`config.mk`:
```
export PLATFORM = sky130hd
export DESIGN_NAME = rom_readback
export DESIGN_NICKNAME = d
export VERILOG_FILES = /design/src/rtl/rom_readback.sv
export SDC_FILE = /design/constraint.sdc
export NUM_CORES = 1
export LEC_CHECK = 0
export CORE_UTILIZATION = 35
export CTS_CLUSTER_SIZE = 24
export DETAILED_ROUTE_END_ITERATION = 8
export PLACE_DENSITY_LB_ADDON = 0.3
export RECOVER_POWER = 50
export SLEW_MARGIN = 20
export SYNTH_ARGS = -nofsm -noshare
export SYNTH_HDL_FRONTEND = slang
export SYNTH_SLANG_ARGS = --single-unit
```
`constraint.sdc`:
```
create_clock -name clk -period 2.6 [get_ports clk]
set_input_delay 0.39 -clock clk [delete_from_list [all_inputs] [get_ports clk]]
set_output_delay 0.39 -clock clk [all_outputs]
set_load 0.01 [all_outputs]
```
`src/rtl/rom_readback.sv`:
```
// -----------------------------------------------------------------------------
// rom_readback
// Reads a block of ROM words back to the host so a loaded program can be
// verified. While active the block owns the ROM address (rom_read tells the
// top-level mux to select rom_addr over the CPU PC). Each word is presented
// as {addr_out, data_out} on a valid/ready handshake.
//
// Ports:
//   clk, reset        system clock, synchronous active-high reset
//   start             one-cycle request, only honoured in IDLE
//   start_addr        first ROM address of the block
//   word_count        number of words, 0..2^ADDR_W
//   rom_addr/rom_read ROM address and ownership flag (rom_read == busy)
//   rom_data          ROM read data, RD_LAT cycles after rom_addr
//   data_out/addr_out word and its address presented to the host
//   out_valid/out_ready host handshake
//   busy              transfer in progress (ISSUE/WAIT/PRESENT)
//   done              one-cycle pulse at the end of a transfer
//   checksum          running sum of accepted words (ROM_CHECKSUM_EN only)
//
// Optional feature macro: ROM_CHECKSUM_EN adds the checksum port and adder.
// -----------------------------------------------------------------------------
module rom_readback #(
  parameter int ADDR_W = 15,
  parameter int DATA_W = 16,
  parameter int RD_LAT = 1
) (
  input  logic              clk,
  input  logic              reset,
  input  logic              start,
  input  logic [ADDR_W-1:0] start_addr,
  input  logic [ADDR_W:0]   word_count,
  output logic [ADDR_W-1:0] rom_addr,
  output logic              rom_read,
  input  logic [DATA_W-1:0] rom_data,
  output logic [DATA_W-1:0] data_out,
  output logic [ADDR_W-1:0] addr_out,
  output logic              out_valid,
  input  logic              out_ready,
  output logic              busy,
  output logic              done
`ifdef ROM_CHECKSUM_EN
  ,
  output logic [DATA_W-1:0] checksum
`endif
);

  localparam int LAT_W = (RD_LAT > 1) ? $clog2(RD_LAT) : 1;
  localparam logic [LAT_W-1:0]  LAT_LAST = LAT_W'(RD_LAT - 1);
  localparam logic [LAT_W-1:0]  LAT_ONE  = LAT_W'(1);
  localparam logic [ADDR_W:0]   CNT_ZERO = (ADDR_W + 1)'(0);
  localparam logic [ADDR_W:0]   CNT_ONE  = (ADDR_W + 1)'(1);
  localparam logic [ADDR_W-1:0] ADDR_ONE = ADDR_W'(1);

  typedef enum logic [2:0] {
    ST_IDLE    = 3'd0,
    ST_ISSUE   = 3'd1,
    ST_WAIT    = 3'd2,
    ST_PRESENT = 3'd3,
    ST_DONE    = 3'd4
  } state_t;

  state_t              state_r, state_s;
  logic [ADDR_W-1:0]   cur_addr_r, cur_addr_s;
  logic [ADDR_W:0]     remaining_r, remaining_s;
  logic [LAT_W-1:0]    lat_cnt_r, lat_cnt_s;
  logic [ADDR_W-1:0]   rom_addr_r, rom_addr_s;
  logic [DATA_W-1:0]   data_out_r, data_out_s;
  logic [ADDR_W-1:0]   addr_out_r, addr_out_s;
  logic                out_valid_r, out_valid_s;
  logic                busy_r, busy_s;
  logic                done_r, done_s;
  logic                accept_s;
  logic                last_wait_s;
`ifdef ROM_CHECKSUM_EN
  logic [DATA_W-1:0]   checksum_r, checksum_s;

  // Modulo-2^DATA_W accumulation of one accepted word.
  function automatic logic [DATA_W-1:0] csum_add(input logic [DATA_W-1:0] acc,
                                                 input logic [DATA_W-1:0] word);
    csum_add = acc + word;
  endfunction
`endif

  assign accept_s    = (state_r == ST_PRESENT) & out_valid_r & out_ready;
  // WAIT has lasted RD_LAT cycles, so rom_data now reflects rom_addr.
  assign last_wait_s = (state_r == ST_WAIT) & (lat_cnt_r == LAT_LAST);

  // State register.
  always_ff @(posedge clk) begin
    if (reset) begin
      state_r <= ST_IDLE;
    end else begin
      state_r <= state_s;
    end
  end

  // Next-state logic.
  always_comb begin
    state_s = state_r;
    case (state_r)
      ST_IDLE: begin
        if (start) begin
          if (word_count != CNT_ZERO) begin
            state_s = ST_ISSUE;
          end else begin
            state_s = ST_DONE;
          end
        end else begin
          state_s = ST_IDLE;
        end
      end
      ST_ISSUE: state_s = ST_WAIT;
      ST_WAIT: begin
        if (last_wait_s) begin
          state_s = ST_PRESENT;
        end else begin
          state_s = ST_WAIT;
        end
      end
      ST_PRESENT: begin
        if (accept_s) begin
          if (remaining_r == CNT_ONE) begin
            state_s = ST_DONE;
          end else begin
            state_s = ST_ISSUE;
          end
        end else begin
          state_s = ST_PRESENT;
        end
      end
      ST_DONE: state_s = ST_IDLE;
      default: state_s = ST_IDLE;
    endcase
  end

  // Output/datapath next values; rom_addr is loaded on the way into ISSUE so
  // the ROM sees the address during the ISSUE cycle itself.
  always_comb begin
    cur_addr_s  = cur_addr_r;
    remaining_s = remaining_r;
    lat_cnt_s   = lat_cnt_r;
    rom_addr_s  = rom_addr_r;
    data_out_s  = data_out_r;
    addr_out_s  = addr_out_r;
    out_valid_s = out_valid_r;
`ifdef ROM_CHECKSUM_EN
    checksum_s  = checksum_r;
`endif
    case (state_r)
      ST_IDLE: begin
        if (start) begin
`ifdef ROM_CHECKSUM_EN
          checksum_s = {DATA_W{1'b0}};
`endif
          if (word_count != CNT_ZERO) begin
            cur_addr_s  = start_addr;
            remaining_s = word_count;
            rom_addr_s  = start_addr;
          end else begin
            remaining_s = CNT_ZERO;
          end
        end else begin
          out_valid_s = 1'b0;
        end
      end
      ST_ISSUE: begin
        lat_cnt_s = {LAT_W{1'b0}};
      end
      ST_WAIT: begin
        if (last_wait_s) begin
          data_out_s  = rom_data;
          addr_out_s  = cur_addr_r;
          out_valid_s = 1'b1;
        end else begin
          lat_cnt_s = lat_cnt_r + LAT_ONE;
        end
      end
      ST_PRESENT: begin
        if (accept_s) begin
          out_valid_s = 1'b0;
          remaining_s = remaining_r - CNT_ONE;
`ifdef ROM_CHECKSUM_EN
          checksum_s  = csum_add(checksum_r, data_out_r);
`endif
          if (remaining_r != CNT_ONE) begin
            // Address arithmetic is ADDR_W wide, so it wraps naturally.
            cur_addr_s = cur_addr_r + ADDR_ONE;
            rom_addr_s = cur_addr_r + ADDR_ONE;
          end else begin
            cur_addr_s = cur_addr_r;
          end
        end else begin
          out_valid_s = out_valid_r;
        end
      end
      ST_DONE: begin
        out_valid_s = 1'b0;
      end
      default: begin
        out_valid_s = 1'b0;
      end
    endcase

    case (state_s)
      ST_ISSUE, ST_WAIT, ST_PRESENT: busy_s = 1'b1;
      default:                       busy_s = 1'b0;
    endcase
    done_s = (state_s == ST_DONE);
  end

  // Output and datapath registers.
  always_ff @(posedge clk) begin
    if (reset) begin
      cur_addr_r  <= {ADDR_W{1'b0}};
      remaining_r <= CNT_ZERO;
      lat_cnt_r   <= {LAT_W{1'b0}};
      rom_addr_r  <= {ADDR_W{1'b0}};
      data_out_r  <= {DATA_W{1'b0}};
      addr_out_r  <= {ADDR_W{1'b0}};
      out_valid_r <= 1'b0;
      busy_r      <= 1'b0;
      done_r      <= 1'b0;
`ifdef ROM_CHECKSUM_EN
      checksum_r  <= {DATA_W{1'b0}};
`endif
    end else begin
      cur_addr_r  <= cur_addr_s;
      remaining_r <= remaining_s;
      lat_cnt_r   <= lat_cnt_s;
      rom_addr_r  <= rom_addr_s;
      data_out_r  <= data_out_s;
      addr_out_r  <= addr_out_s;
      out_valid_r <= out_valid_s;
      busy_r      <= busy_s;
      done_r      <= done_s;
`ifdef ROM_CHECKSUM_EN
      checksum_r  <= checksum_s;
`endif
    end
  end

  assign rom_addr  = rom_addr_r;
  assign rom_read  = busy_r;
  assign data_out  = data_out_r;
  assign addr_out  = addr_out_r;
  assign out_valid = out_valid_r;
  assign busy      = busy_r;
  assign done      = done_r;
`ifdef ROM_CHECKSUM_EN
  assign checksum  = checksum_r;
`endif

endmodule

```
# Yosys cells after proc, flatten, opt, wreduce, memory -nomap -nowiden
# Index checks and enable logic that the tools add are counted.
word_totals:
  ff_bits: 69
  output_inout_bits: 50
  elab_cells: 65
classes:
  addsub: 3
  n_eq_ne: 16
  n_mux: 22
  bitwise_logic: 5
  n_reduce_logical: 10
ops:
  columns: ["operator", "n"]
  rows:
  - ["two-way mux 15 bit", 4]
  - ["two-way mux 16 bit", 3]
  - ["case mux 16 bit (2 select lines)", 1]
  - ["case mux 15 bit (2 select lines)", 1]
  - ["equality test 16 x 1 -> 1 bit (second input constant)", 1]
  - ["inequality test 16 x 1 -> 1 bit (second input constant)", 1]
  - ["nonzero test 16 bit", 1]
  - ["subtractor 16 x 1 -> 16 bit (second input constant)", 1]
  - ["adder 15 x 1 -> 15 bit (second input constant)", 1]
  - ["equality test 3 x 2 -> 1 bit (second input constant)", 4]
  - ["two-way mux 3 bit", 4]
  - ["inequality test 2 bit (second input constant)", 6]
  - ["case mux 3 bit (4 select lines)", 1]
  - ["equality test 3 x 1 -> 1 bit (second input constant)", 2]
  - ["two-way mux 1 bit", 6]
  - ["AND reduction 5 bit", 1]
  - ["case mux 1 bit (4 select lines)", 1]
  - ["AND reduction 2 bit", 2]
  - ["AND reduction 4 bit", 1]
  - ["nonzero test 2 bit", 2]
  - ["bitwise AND 1 bit", 3]
  - ["equality test 3 bit (second input constant)", 1]
  - ["logical NOT 3 bit", 1]
  - ["AND reduction 3 bit", 1]
  - ["5 further kinds", 6]

# Longest topological paths before layout
depth:
  ltp_word: 8
  mapped_depth: 8
  mapped_depth_nobuf: 7

# Worst setup path before layout
# Ideal clock, no wire load.
synth_path:
  path_kind: "register to register"
  startpoint: "register remaining_r[1]"
  endpoint: "register rom_addr_r[6] (netlist: rom_addr[6])"
  setup_ns: 0.117
  t_arrival_ns: 1.745
  setup_slack_ns: 0.738
  path_stages_with_launch: 8
  period_less_slack_ns: 1.862
  path_cell_list: "dfxtp_1 -> inv_1 -> ha_1 -> nor4b_1 -> and4_1 -> a221oi_4 -> o211ai_1 -> a32o_1"
synth_between:
  elab_chain_len: 3
synth_lines:
  columns: ["item", "line_no", "rtl"]
  rows:
  - ["start, declared", "65", "logic [ADDR_W:0] remaining_r, remaining_s;"]
  - ["start signal, assigned", "229", "remaining_r <= remaining_s;"]
  - ["inequality test 16 x 1 -> 1 bit", "186", "if (remaining_r != CNT_ONE) begin"]
  - ["inequality test 2 x 1 -> 1 bit (no line)", null, null]
  - ["AND reduction 5 bit (no line)", null, null]
  - ["end signal, assigned", "218", "rom_addr_r <= {ADDR_W{1'b0}};"]
  - ["end signal, assigned", "231", "rom_addr_r <= rom_addr_s;"]
  - ["end, declared", "67", "logic [ADDR_W-1:0] rom_addr_r, rom_addr_s;"]
# No other way between the ends.
# A chain may end at the register's enable or synchronous reset.

==> impl_metrics.tcl <==
set metrics [dict create \
    status "finished, final reports clean" \
    min_delay_path_depth 2 \
    skew_ns 0.00718 \
    async_flop_share_pct 0 \
    r2r-end "rom_addr[14]" \
    final_design_area_no_fill_um2 4670 \
    multi_input_area_um2 1840 \
    final_util_pct 50.1 \
    period_needed_ns 2.18 \
    ys_warn_count 0 \
    max_slew.worst_pin.slew_ns 1.17 \
    cts-resized-gates 0 \
    whs_ns 0.452 \
    clkSinkCount 69 \
    clockRootBuffer "clkbuf_8" \
    firstDrtPassIters 4 \
    rows 35 \
    finalCritPeriodShare_pct 83.7 \
    syn_area_um2 3400 \
    cts_tree "yes" \
    max_freq_mhz 459 \
    critPathMaxFanout 7 \
    grt_max_degree 38 \
    fillers 915 \
    path_clk_slew_ns 0.08 \
    dpl_worst_slack_ns 0.195 \
    die_w_um 101 \
    cts_buffer_depth 2 \
    powerDensity_nw_per_um2 565 \
    holdPathEnd "addr_out[11]" \
    cap_viol_max_count 0 \
    area_delta_synth_final_pct 37.4 \
    drc_errors 0 \
    power_mw 2.64 \
    setup_tns_ns 0 \
    start_util_pct 36.5 \
    worst_ep_required_time_ns 2.84 \
    finalHoldViolCount 0 \
    seqCellArea_um2 1380 \
    synth_area_leader_cell "dfxtp_1" \
    crit_arrival_ns 2.41 \
    synth-main-ff-cell "dfxtp_1" \
    grt_pass1_vias 3393 \
    setup_viol 0 \
    worstSetupPathType "reg2reg" \
    avgSynthCellArea_um2 7.64 \
    cp-end-kind "flop" \
    synth-seq-area-share_pct 40.6 \
    grt_usage_pct 20.0 \
    gp_congestion 0.868 \
    drtIter0Drc 193 \
    drive_above_1_share_pct 6.52 \
    synth_nets 499 \
    io_buffers 100 \
    antenna_found_initial 0 \
    overflow 0 \
    synth_seq_cells 69 \
    post_dp_cell_area_um2 4510 \
    cts_max_level 3 \
    startpoint_type "flop" \
    io_pins 101 \
    diodes 0 \
    grt_pass1_wl_mm 16.2 \
    synth_area_leaders "dfxtp_1 (41%), nand2_1 (10%), a21oi_1 (9.3%)" \
    synthesis.instances 445 \
    final_cells 666 \
    min_path_type "reg2reg" \
    routedWlPerCell_um 14.8 \
    cts_buffers 9 \
    cts_hold_buf 0 \
    netlist-cell-type-count 53 \
    final_max_slew_viol_count 0 \
    dieArea_um2 10100 \
    r2r-start "rom_addr[0]" \
    clock_latency_ns 0.34 \
    fp.dieH_um 101 \
    reg2reg_depth 6 \
    ir_drop_v 0.000271 \
    fin_ws_ns 0.423 \
    num-nets-final 586 \
    hold_path.startpoint "addr_out[11]" \
    wl_mm 9.84 \
    grt_setup_unrepaired "no" \
    final_antenna_net_count 0 \
    synth_edf_count 0 \
    r2r_slack_ns 0.42 \
    synth.top_cell.area_share_pct 40.6 \
    core_um2 9330 \
    vias_per_cell 5.37 \
    post_cts_buffers 0 \
    num_vias 3579 \
    p_leak_nw 1.76 \
    slew_headroom_pct 22.1 \
    dp_cells 650 \
    dp_hpwl_mm 6.98 \
]
## cell type report
type                            instances  area share (%)
Clock inverter                          7            1.07
Multi-Input combinational cell        332            39.3
Inverter                               10           0.803
Sequential cell                        69            29.6
Timing Repair Buffer                  110            23.2
Clock buffer                            9            2.65
Tap cell                              129            3.45
## critical path, stage by stage (launching register included)
cell and delay [ns]:
dfxtp_1 0.52, ha_1 0.25, nand3_1 0.24, nor4_2 0.39
nand4_1 0.17, o31a_1 0.27, o32ai_1 0.25
## kinds of logic (layout without fill, tap and decap cells)
| group | Yosys count | in the layout | synth area share (%) |
|---|---|---|---|
| simple gates | 191 | 191 | 27.4 |
| buf+inv | 44 | 136 | 5.37 |
| fa+ha+maj | 3 | 3 | 1.10 |
| flops | 69 | 69 | 40.6 |
| compound gates | 137 | 137 | 25.3 |
| xor+xnor | 1 | 1 | 0.257 |
## cells in the final DEF, fill, tap and decap left out, drive strengths merged, types with 4 or more instances in the layout
master | Yosys | routed
nand2 | 92 | 92
dfxtp | 69 | 69
a21oi | 63 | 63
clkdlybuf4s50 | 0 | 50
dlygate4sd3 | 0 | 49
nor2 | 31 | 31
o21ai | 24 | 24
nor3 | 15 | 15
inv | 10 | 12
nor4 | 11 | 11
clkbuf | 24 | 10
buf | 10 | 10
nand4 | 8 | 8
a22oi | 8 | 8
nand3 | 7 | 7
o32ai | 7 | 7
o211ai | 7 | 7
or4 | 7 | 7
nand2b | 4 | 4
a22o | 4 | 4
## sequential cells by signal, indices dropped and copies added, names as in the netlist
name and count:
remaining_r 16, busy 1, out_valid 1, data_out 16, addr_out 15, rom_addr 15
lat_cnt_r 1, done 1, state_r 3
## report_power, final
group	switching (mW)	internal (mW)	total (mW)
Combinational	0.332	0.297	0.628
Clock	0.434	0.349	0.783
Sequential	0.0943	1.13	1.23
## cell usage after synthesis, types with 2 or more instances
cell,count
a211oi_1,3
nor4b_1,2
o31a_1,2
a31oi_1,2
o21ai_0,24
a22o_1,4
nor3_1,14
a21o_1,2
a21oi_1,63
o22ai_1,2
inv_1,10
and2_1,2
ha_1,3
or3_1,3
a22oi_1,8
nor4_1,9
or4_1,6
clkbuf_1,24
o211ai_1,7
buf_4,3
buf_2,5
nand2_1,91
nand2b_1,4
nor3b_1,2
a32oi_1,2
nor2_1,31
nand3_1,7
nand4_1,8
and4_1,2
dfxtp_1,69
o32ai_1,7
a311oi_1,2
buf_1,2
## per-layer routing
layer / vias to the layer above / global-route usage [%] / share of wire (%)
met5: - / 0 / 0
met4: 0 / 4.12 / 0.89
met3: 9 / 5.13 / 7.0
met2: 130 / 33.4 / 47
met1: 1665 / 26.0 / 45
li1: 1775 / - / -
## worst max-delay path by stage
stage | from | to | cells past startpoint
2_1_floorplan | remaining_r[1] | rom_addr[6] | 7
3_3_place_gp | word_count[11] | rom_addr[11] | 7
3_5_place_dp | word_count[0] | rom_addr[6] | 7
4_1_cts | rom_addr[0] | rom_addr[14] | 6
5_1_grt | rom_addr[0] | rom_addr[14] | 6
6_report | rom_addr[0] | rom_addr[14] | 6
No activity file was read; power rests on OpenSTA's default activity.
